`src/rtl/cnn_frame_seq_if.sv`:
```
// BRAM read port and line-buffer pixel/window signals of the CNN stage-1 frame sequencer.
// The master side is the sequencer; the slave side is the BRAM plus line buffer.
interface cnn_frame_seq_if #(
    parameter int ADDR_BW = 10,
    parameter int PIX_BW  = 8
);
    logic               o_mem_rd_en;
    logic [ADDR_BW-1:0] o_mem_addr;
    logic [PIX_BW-1:0]  i_mem_rd_data;
    logic               o_lb_valid;
    logic [PIX_BW-1:0]  o_lb_pixel;
    logic               i_lb_window_valid;

    modport master (
        output o_mem_rd_en, o_mem_addr, o_lb_valid, o_lb_pixel,
        input  i_mem_rd_data, i_lb_window_valid
    );

    modport slave (
        input  o_mem_rd_en, o_mem_addr, o_lb_valid, o_lb_pixel,
        output i_mem_rd_data, i_lb_window_valid
    );
endinterface

```
`src/rtl/cnn_frame_seq.sv`:
```
// Frame sequencer for CNN stage 1: streams one IX x IY image from BRAM into the line buffer
// and counts returned windows. Define CNN_SEQ_TIMEOUT_EN to build the drain timeout.
module cnn_frame_seq #(
    parameter int IX          = 28,
    parameter int IY          = 28,
    parameter int KX          = 5,
    parameter int KY          = 5,
    parameter int PIX_BW      = 8,
    parameter int MEM_LAT     = 1,
    parameter int TIMEOUT_CYC = 1024,
    localparam int NPIX       = IX * IY,
    localparam int NWIN       = (IX - KX + 1) * (IY - KY + 1),
    localparam int ADDR_BW    = $clog2(NPIX),
    localparam int WIN_BW     = $clog2(NWIN + 1)
) (
    input  logic              clk,
    input  logic              reset_n,
    input  logic              i_start,
    input  logic              i_stall,
    output logic              o_busy,
    output logic              o_done,
    output logic              o_err,
    output logic [WIN_BW-1:0] o_win_cnt,
    cnn_frame_seq_if.master   bus
);

    // state   | meaning
    // S_IDLE  | waiting for i_start
    // S_FETCH | issuing BRAM reads in raster order
    // S_DRAIN | reads done, waiting for pipeline empty and all windows
    // S_DONE  | one-cycle completion pulse
    typedef enum logic [1:0] {S_IDLE, S_FETCH, S_DRAIN, S_DONE} state_t;

    state_t             r_state;
    state_t             w_state_nxt;
    logic               r_rd_en;
    logic [ADDR_BW-1:0] r_addr;
    logic [MEM_LAT-1:0] r_vld_sr;
    logic [MEM_LAT-1:0] w_vld_sr_nxt;
    logic [PIX_BW-1:0]  r_pix_hold;
    logic [WIN_BW-1:0]  r_win_cnt;
    logic [WIN_BW-1:0]  w_win_cnt_nxt;
    logic               w_start;
    logic               w_last_rd;
    logic               w_win_inc;
    logic               w_drained;
    logic               w_timeout;
    logic               w_err;
    logic               w_lb_valid;

    assign w_start      = (r_state == S_IDLE) && i_start;
    assign w_last_rd    = (r_state == S_FETCH) && r_rd_en && (r_addr == ADDR_BW'(NPIX - 1));
    assign w_lb_valid   = r_vld_sr[MEM_LAT-1];
    assign w_vld_sr_nxt = (r_vld_sr << 1) | MEM_LAT'(r_rd_en);
    assign w_win_inc    = bus.i_lb_window_valid && (r_win_cnt != WIN_BW'(NWIN))
                          && ((r_state == S_FETCH) || (r_state == S_DRAIN));

    always_comb begin
        w_win_cnt_nxt = r_win_cnt;
        if (w_start) begin
            w_win_cnt_nxt = '0;
        end else if (w_win_inc) begin
            w_win_cnt_nxt = r_win_cnt + WIN_BW'(1);
        end
    end

    // Looking at next-cycle values lets DONE follow the last window or last pixel by one cycle.
    assign w_drained = (w_win_cnt_nxt == WIN_BW'(NWIN)) && (w_vld_sr_nxt == '0);

    always_ff @(posedge clk or negedge reset_n) begin
        if (!reset_n) begin
            r_state <= S_IDLE;
        end else begin
            r_state <= w_state_nxt;
        end
    end

    always_comb begin
        w_state_nxt = r_state;
        case (r_state)
            S_IDLE:  if (i_start) w_state_nxt = S_FETCH;
            S_FETCH: if (w_last_rd) w_state_nxt = S_DRAIN;
            S_DRAIN: if (w_drained || w_timeout) w_state_nxt = S_DONE;
            S_DONE:  w_state_nxt = S_IDLE;
            default: w_state_nxt = S_IDLE;
        endcase
    end

    always_comb begin
        o_busy          = (r_state != S_IDLE);
        o_done          = (r_state == S_DONE);
        o_err           = w_err;
        o_win_cnt       = r_win_cnt;
        bus.o_mem_rd_en = r_rd_en;
        bus.o_mem_addr  = r_addr;
        bus.o_lb_valid  = w_lb_valid;
        bus.o_lb_pixel  = w_lb_valid ? bus.i_mem_rd_data : r_pix_hold;
    end

    always_ff @(posedge clk or negedge reset_n) begin
        if (!reset_n) begin
            r_rd_en    <= 1'b0;
            r_addr     <= '0;
            r_vld_sr   <= '0;
            r_pix_hold <= '0;
            r_win_cnt  <= '0;
        end else begin
            r_rd_en  <= (w_state_nxt == S_FETCH) && !i_stall;
            r_vld_sr <= w_vld_sr_nxt;
            r_win_cnt <= w_win_cnt_nxt;
            if (w_start) begin
                r_addr <= '0;
            end else if ((r_state == S_FETCH) && r_rd_en && !w_last_rd) begin
                r_addr <= r_addr + ADDR_BW'(1);
            end
            if (w_lb_valid) begin
                r_pix_hold <= bus.i_mem_rd_data;
            end
        end
    end

`ifdef CNN_SEQ_TIMEOUT_EN
    localparam int TMO_BW = $clog2(TIMEOUT_CYC + 1);

    logic [TMO_BW-1:0] r_tmo_cnt;
    logic              r_err;

    assign w_timeout = (r_state == S_DRAIN) && (r_tmo_cnt == '0);
    assign w_err     = r_err;

    // Preloaded outside DRAIN so terminal count lands on the TIMEOUT_CYC-th drain cycle.
    always_ff @(posedge clk or negedge reset_n) begin
        if (!reset_n) begin
            r_tmo_cnt <= '0;
            r_err     <= 1'b0;
        end else begin
            if (r_state != S_DRAIN) begin
                r_tmo_cnt <= TMO_BW'(TIMEOUT_CYC - 1);
            end else if (r_tmo_cnt != '0) begin
                r_tmo_cnt <= r_tmo_cnt - TMO_BW'(1);
            end
            if (w_start) begin
                r_err <= 1'b0;
            end else if (w_timeout && !w_drained) begin
                r_err <= 1'b1;
            end
        end
    end
`else
    assign w_timeout = 1'b0;
    assign w_err     = 1'b0;
`endif

endmodule

```
`src/flat_wrapper.sv`:
```
// flat-port wrapper written by rule: the top's interface ports become plain ports
module cnn_frame_seq_flat 
#(
    parameter int IX          = 28,
    parameter int IY          = 28,
    parameter int KX          = 5,
    parameter int KY          = 5,
    parameter int PIX_BW      = 8,
    parameter int MEM_LAT     = 1,
    parameter int TIMEOUT_CYC = 1024,
    localparam int NPIX       = IX * IY,
    localparam int NWIN       = (IX - KX + 1) * (IY - KY + 1),
    localparam int ADDR_BW    = $clog2(NPIX),
    localparam int WIN_BW     = $clog2(NWIN + 1)
)
  (clk, reset_n, i_start, i_stall, o_busy, o_done, o_err, o_win_cnt, bus_o_mem_rd_en, bus_o_mem_addr, bus_o_lb_valid, bus_o_lb_pixel, bus_i_mem_rd_data, bus_i_lb_window_valid);
  cnn_frame_seq_if #(.ADDR_BW(ADDR_BW), .PIX_BW(PIX_BW)) bus_i ();
  input  logic clk;
  input  logic reset_n;
  input  logic i_start;
  input  logic i_stall;
  output logic o_busy;
  output logic o_done;
  output logic o_err;
  output logic [WIN_BW-1:0] o_win_cnt;
  output wire logic [$bits(bus_i.o_mem_rd_en)-1:0] bus_o_mem_rd_en;
  output wire logic [$bits(bus_i.o_mem_addr)-1:0] bus_o_mem_addr;
  output wire logic [$bits(bus_i.o_lb_valid)-1:0] bus_o_lb_valid;
  output wire logic [$bits(bus_i.o_lb_pixel)-1:0] bus_o_lb_pixel;
  input wire logic [$bits(bus_i.i_mem_rd_data)-1:0] bus_i_mem_rd_data;
  input wire logic [$bits(bus_i.i_lb_window_valid)-1:0] bus_i_lb_window_valid;
  assign bus_o_mem_rd_en = bus_i.o_mem_rd_en;
  assign bus_o_mem_addr = bus_i.o_mem_addr;
  assign bus_o_lb_valid = bus_i.o_lb_valid;
  assign bus_o_lb_pixel = bus_i.o_lb_pixel;
  assign bus_i.i_mem_rd_data = bus_i_mem_rd_data;
  assign bus_i.i_lb_window_valid = bus_i_lb_window_valid;
  cnn_frame_seq #(.IX(IX), .IY(IY), .KX(KX), .KY(KY), .PIX_BW(PIX_BW), .MEM_LAT(MEM_LAT), .TIMEOUT_CYC(TIMEOUT_CYC)) u_core (.clk(clk), .reset_n(reset_n), .i_start(i_start), .i_stall(i_stall), .o_busy(o_busy), .o_done(o_done), .o_err(o_err), .o_win_cnt(o_win_cnt), .bus(bus_i));
endmodule
```
`config.mk`:
```
export PLATFORM = sky130hd
export DESIGN_NAME = cnn_frame_seq_flat
export DESIGN_NICKNAME = d
export VERILOG_FILES = /design/src/rtl/cnn_frame_seq_if.sv /design/src/rtl/cnn_frame_seq.sv /design/src/flat_wrapper.sv
export SDC_FILE = /design/constraint.sdc
export NUM_CORES = 1
export LEC_CHECK = 0
export ABC_AREA = 1
export BUFFER_PORTS_ARGS = -buffer_cell sky130_fd_sc_hd__buf_2
export CAP_MARGIN = 40
export CORE_MARGIN = 4
export CORE_UTILIZATION = 40
export CTS_CLUSTER_SIZE = 30
export DETAILED_ROUTE_END_ITERATION = 12
export GPL_TIMING_DRIVEN = 0
export SYNTH_ARGS = -nofsm -noshare
export SYNTH_HDL_FRONTEND = slang
export SYNTH_SLANG_ARGS = --single-unit
```
`constraint.sdc`:
```
create_clock -name clk -period 5.8 [get_ports clk]
set_input_delay 1.16 -clock clk [delete_from_list [all_inputs] [get_ports clk]]
set_output_delay 1.16 -clock clk [all_outputs]
set_load 0.05 [all_outputs]
```
==> key figures <==
Layout
  • Nets@finish: a little over 300
  • Number of diodes: 0
  • Fillers: 452
  • Post-route non-filler standard cell count: 335
  • Area of the multi-input gates: approximately 850 um^2
  • Reg area: 801 um^2
  • P&R area growth vs syn: 21.6%
  • Share of cells above drive strength 1: 0.272
  • Util after Layout: 0.507

Die
  • Die area: 0.00575 mm^2
  • Horiz. Die Dim: 75.8 um
  • Area of the core: 0.00441 mm^2
  • Die H: between 70 and 80 um
  • Starting Density: 0.417
  • I/O pin cnt: 46
  • Row cnt: 24

Clock tree
  • Clk Latency, worst-skew pair: roughly 0.29 ns
  • Clock root cell: clkbuf_8
  • H-tree Lvls: 2
  • CTS Sinks: 32
  • Hold_buf cts: 0
  • CTS Buf Count: 5
  • Clk pin slew, worst setup/hold paths: 0.07 ns
  • Post-CTS Setup Inserts: 0
  • CTS resizes: 0
  • Clk buf depth: 2
  • CTS tree: done

Logic synthesis
  • Synth top area cells: dfrtp_1, nand2_1, inv_1, ha_1, nand3_1
  • Mapped Cells: 231
  • Yosys synthesis warning count: 0
  • Cell Area, Synth: 0.00184 mm^2
  • Post-synth EDFFs: 0
  • FF+latch count, synth: 32
  • Sequential area share after synthesis: 0.435
  • Post-synth ARST share: 1.00
  • Syn_nets: 252
  • Mean Syn Cell Area: approximately 8 um^2
  • Ys flop type: dfrtp_1
  • Area leader, netlist: dfrtp_1
  • Post-synth top area share: 0.435
  • Synth unique cells: 30

Worst setup path
  • Worst R2R End: u_core.bus.o_mem_rd_en
  • Worst reg-to-reg path cell count: 16
  • CP arrival: 1.74 ns
  • Reg-to-Reg Start: u_core.r_state[0]
  • R2r setup slk: roughly 3.5 ns
  • Crit path kind: input pin to primary output
  • Critical Path RT: 4.64 ns
  • Critical path fanouts, max: 2
  • Worst setup EP type: primary output
  • Critical path startpoint category: input pin
  • Crit path launch: bus_i_mem_rd_data[1]

Global route
  • Initial antenna violation count: 0
  • Vias in the first global route: 1460
  • Largest net degree at the start of global routing: 33
  • GRT Total Usage: 0.152
  • Global route overflow: 0
  • First-pass GRT wire length: about 6600 um

Run
  • Max-cap violations: 0

Routing
  • Final WL: 4010 um
  • Total number of vias: 1618
  • Post-DR wirelength/cell: 12.0 um
  • # DRC: 0
  • Final ANT Viol Nets: 0
  • Starting DRT DRC Count: 80
  • Pre-antenna DRT Iters: 4
  • Via density: 4.83

Power and ir drop
  • Sw Pwr: a little under 700 uW
  • Combinational power share: 0.546
  • Clk network pwr share: 0.164
  • Pwr per Cell Area: 579 mW/mm^2
  • Internal power: 611 uW
  • Flop pwr share: 0.290
  • Leak pwr: around 1.2 nW
  • Peak supply drop: 0.000273 V
  • Switching share of power: 0.528

Timing
  • Final WS setup: 2.90 ns
  • Hold_ws: 0.460 ns
  • Min cycle time layout: 2.90 ns
  • Peak Freq: 345 MHz
  • Period utilization: 0.500
  • Final slew viol count: 0
  • RSZ-0062 raised after global routing: no
  • Setup TNS: 0 ns
  • Layout Skew: 0.00514 ns
  • Final Hold Vio Count: 0
  • # setup viols final: 0
  • Slew @ Worst Pin: 0.713 ns
  • Worst rel slew slack: 0.525

Min path
  • Worst hold path depth: 0
  • Class of the worst hold path: register to register
  • Worst Hold Launch: u_core.bus.o_mem_rd_en
  • Hold worst-path end: u_core.bus.o_lb_valid

Placed design
  • Post-DP HPWL: slightly above 3000 um
  • Input/output buffers: 44
  • RD Place Congestion: 0.805
  • Pre-CTS setup slack: a little under 3 ns
  • Placed Instances: ~330

Status
  • Status: finished, final reports clean
-- cell families (layout without fill, tap and decap cells) --
kind of cell / Yosys count / count (layout) / share of synthesized area
other: 1 / 1 / 0.00204
DFF: 32 / 32 / 0.435
muxes: 8 / 8 / 0.0489
buffers and inverters: 47 / 99 / 0.103
xor gates and xnor gates: 2 / 2 / 0.00952
and+or+nand+nor: 117 / 117 / 0.299
AOI/OAI and AO/OA: 16 / 16 / 0.0476
adders and majority gates: 8 / 8 / 0.0544
-- how the worst max path moves through the flow --
stage / to / cells past startpoint / slack (ns)
6_report: bus_o_lb_pixel[1] / 3 / 2.90
5_1_grt: bus_o_lb_pixel[1] / 3 / 2.88
4_1_cts: bus_o_lb_pixel[1] / 3 / 2.90
3_5_place_dp: bus_o_lb_pixel[5] / 3 / 2.90
3_3_place_gp: bus_o_lb_pixel[1] / 3 / 2.90
2_1_floorplan: bus_o_lb_pixel[0] / 1 / 3.10
-- cells in the final DEF (no fill, tap or decap), drive strengths merged --
cell,netlist,routed
a21o,1,1
a21oi,8,8
a31oi,1,1
and3,1,1
buf,4,48
bufinv,0,1
clkbuf,1,6
clkinv,1,2
clkinvlp,0,1
conb,1,1
dfrtp,32,32
ha,8,8
inv,41,41
mux2,8,8
nand2,51,51
nand3,21,21
nand4,9,9
nor2,22,22
nor3,9,9
nor3b,1,1
nor4,2,2
o21ai,6,6
or2,1,1
xor2,2,2
-- Yosys cell counts (3+ instances only) --
master	count
nand2_1	48
nand3_1	19
nand4_1	9
nor2_2	4
ha_1	8
o21ai_0	5
nor2_1	18
a21oi_1	7
nand2_2	3
dfrtp_1	32
inv_1	41
mux2_2	8
nor3_1	8
-- critical path: stages --
cell	delay, ns
buf_2	0.10
mux2_2	0.27
buf_2	0.21
-- registers in the layout, summed over array words and instances (netlist names) --
signal	cells
u_core.r_pix_hold	8
u_core.o_win_cnt	10
u_core.bus.o_mem_addr	10
u_core.r_state	2
u_core.bus.o_mem_rd_en	1
u_core.bus.o_lb_valid	1
-- area by class of cell --
| cell class | count | share of cell area |
|---|---|---|
| sequential | 32 | 0.358 |
| timing repair buffer | 44 | 0.0984 |
| tap | 52 | 0.0291 |
| inverter | 42 | 0.0705 |
| multi-input combinational | 152 | 0.380 |
| clock inverter | 3 | 0.0190 |
| clock buffer | 5 | 0.0308 |
| buffer | 5 | 0.0145 |
-- layer usage --
metal  vias to the layer above  share of wire  routed length (um)  global-route usage
li1                        838              -                   -                   -
met1                       743           0.49                1970               0.200
met2                        32           0.44                1760               0.234
met3                         5          0.058                 232              0.0528
met4                         0          0.013                  52              0.0466
met5                         -              0                   0                   0
-- power groups by stage --
stage	logic (mW)	registers (mW)	clock network (mW)
2_1_floorplan	0.391	0.538	0
3_3_place_gp	0.707	0.379	0
3_5_place_dp	0.714	0.381	0
4_1_cts	0.716	0.377	0.220
5_1_grt	0.770	0.389	0.229
6_report	0.708	0.375	0.212
-- per-stage QoR --
stage	instance area, um^2	power [mW]
floorplan	1840	0.929
detailed placement	2130	1.10
finish	2240	1.30
global placement	2130	1.09
CTS	2240	1.31
global route	2240	1.39
No activity file was read; power rests on OpenSTA's default activity.
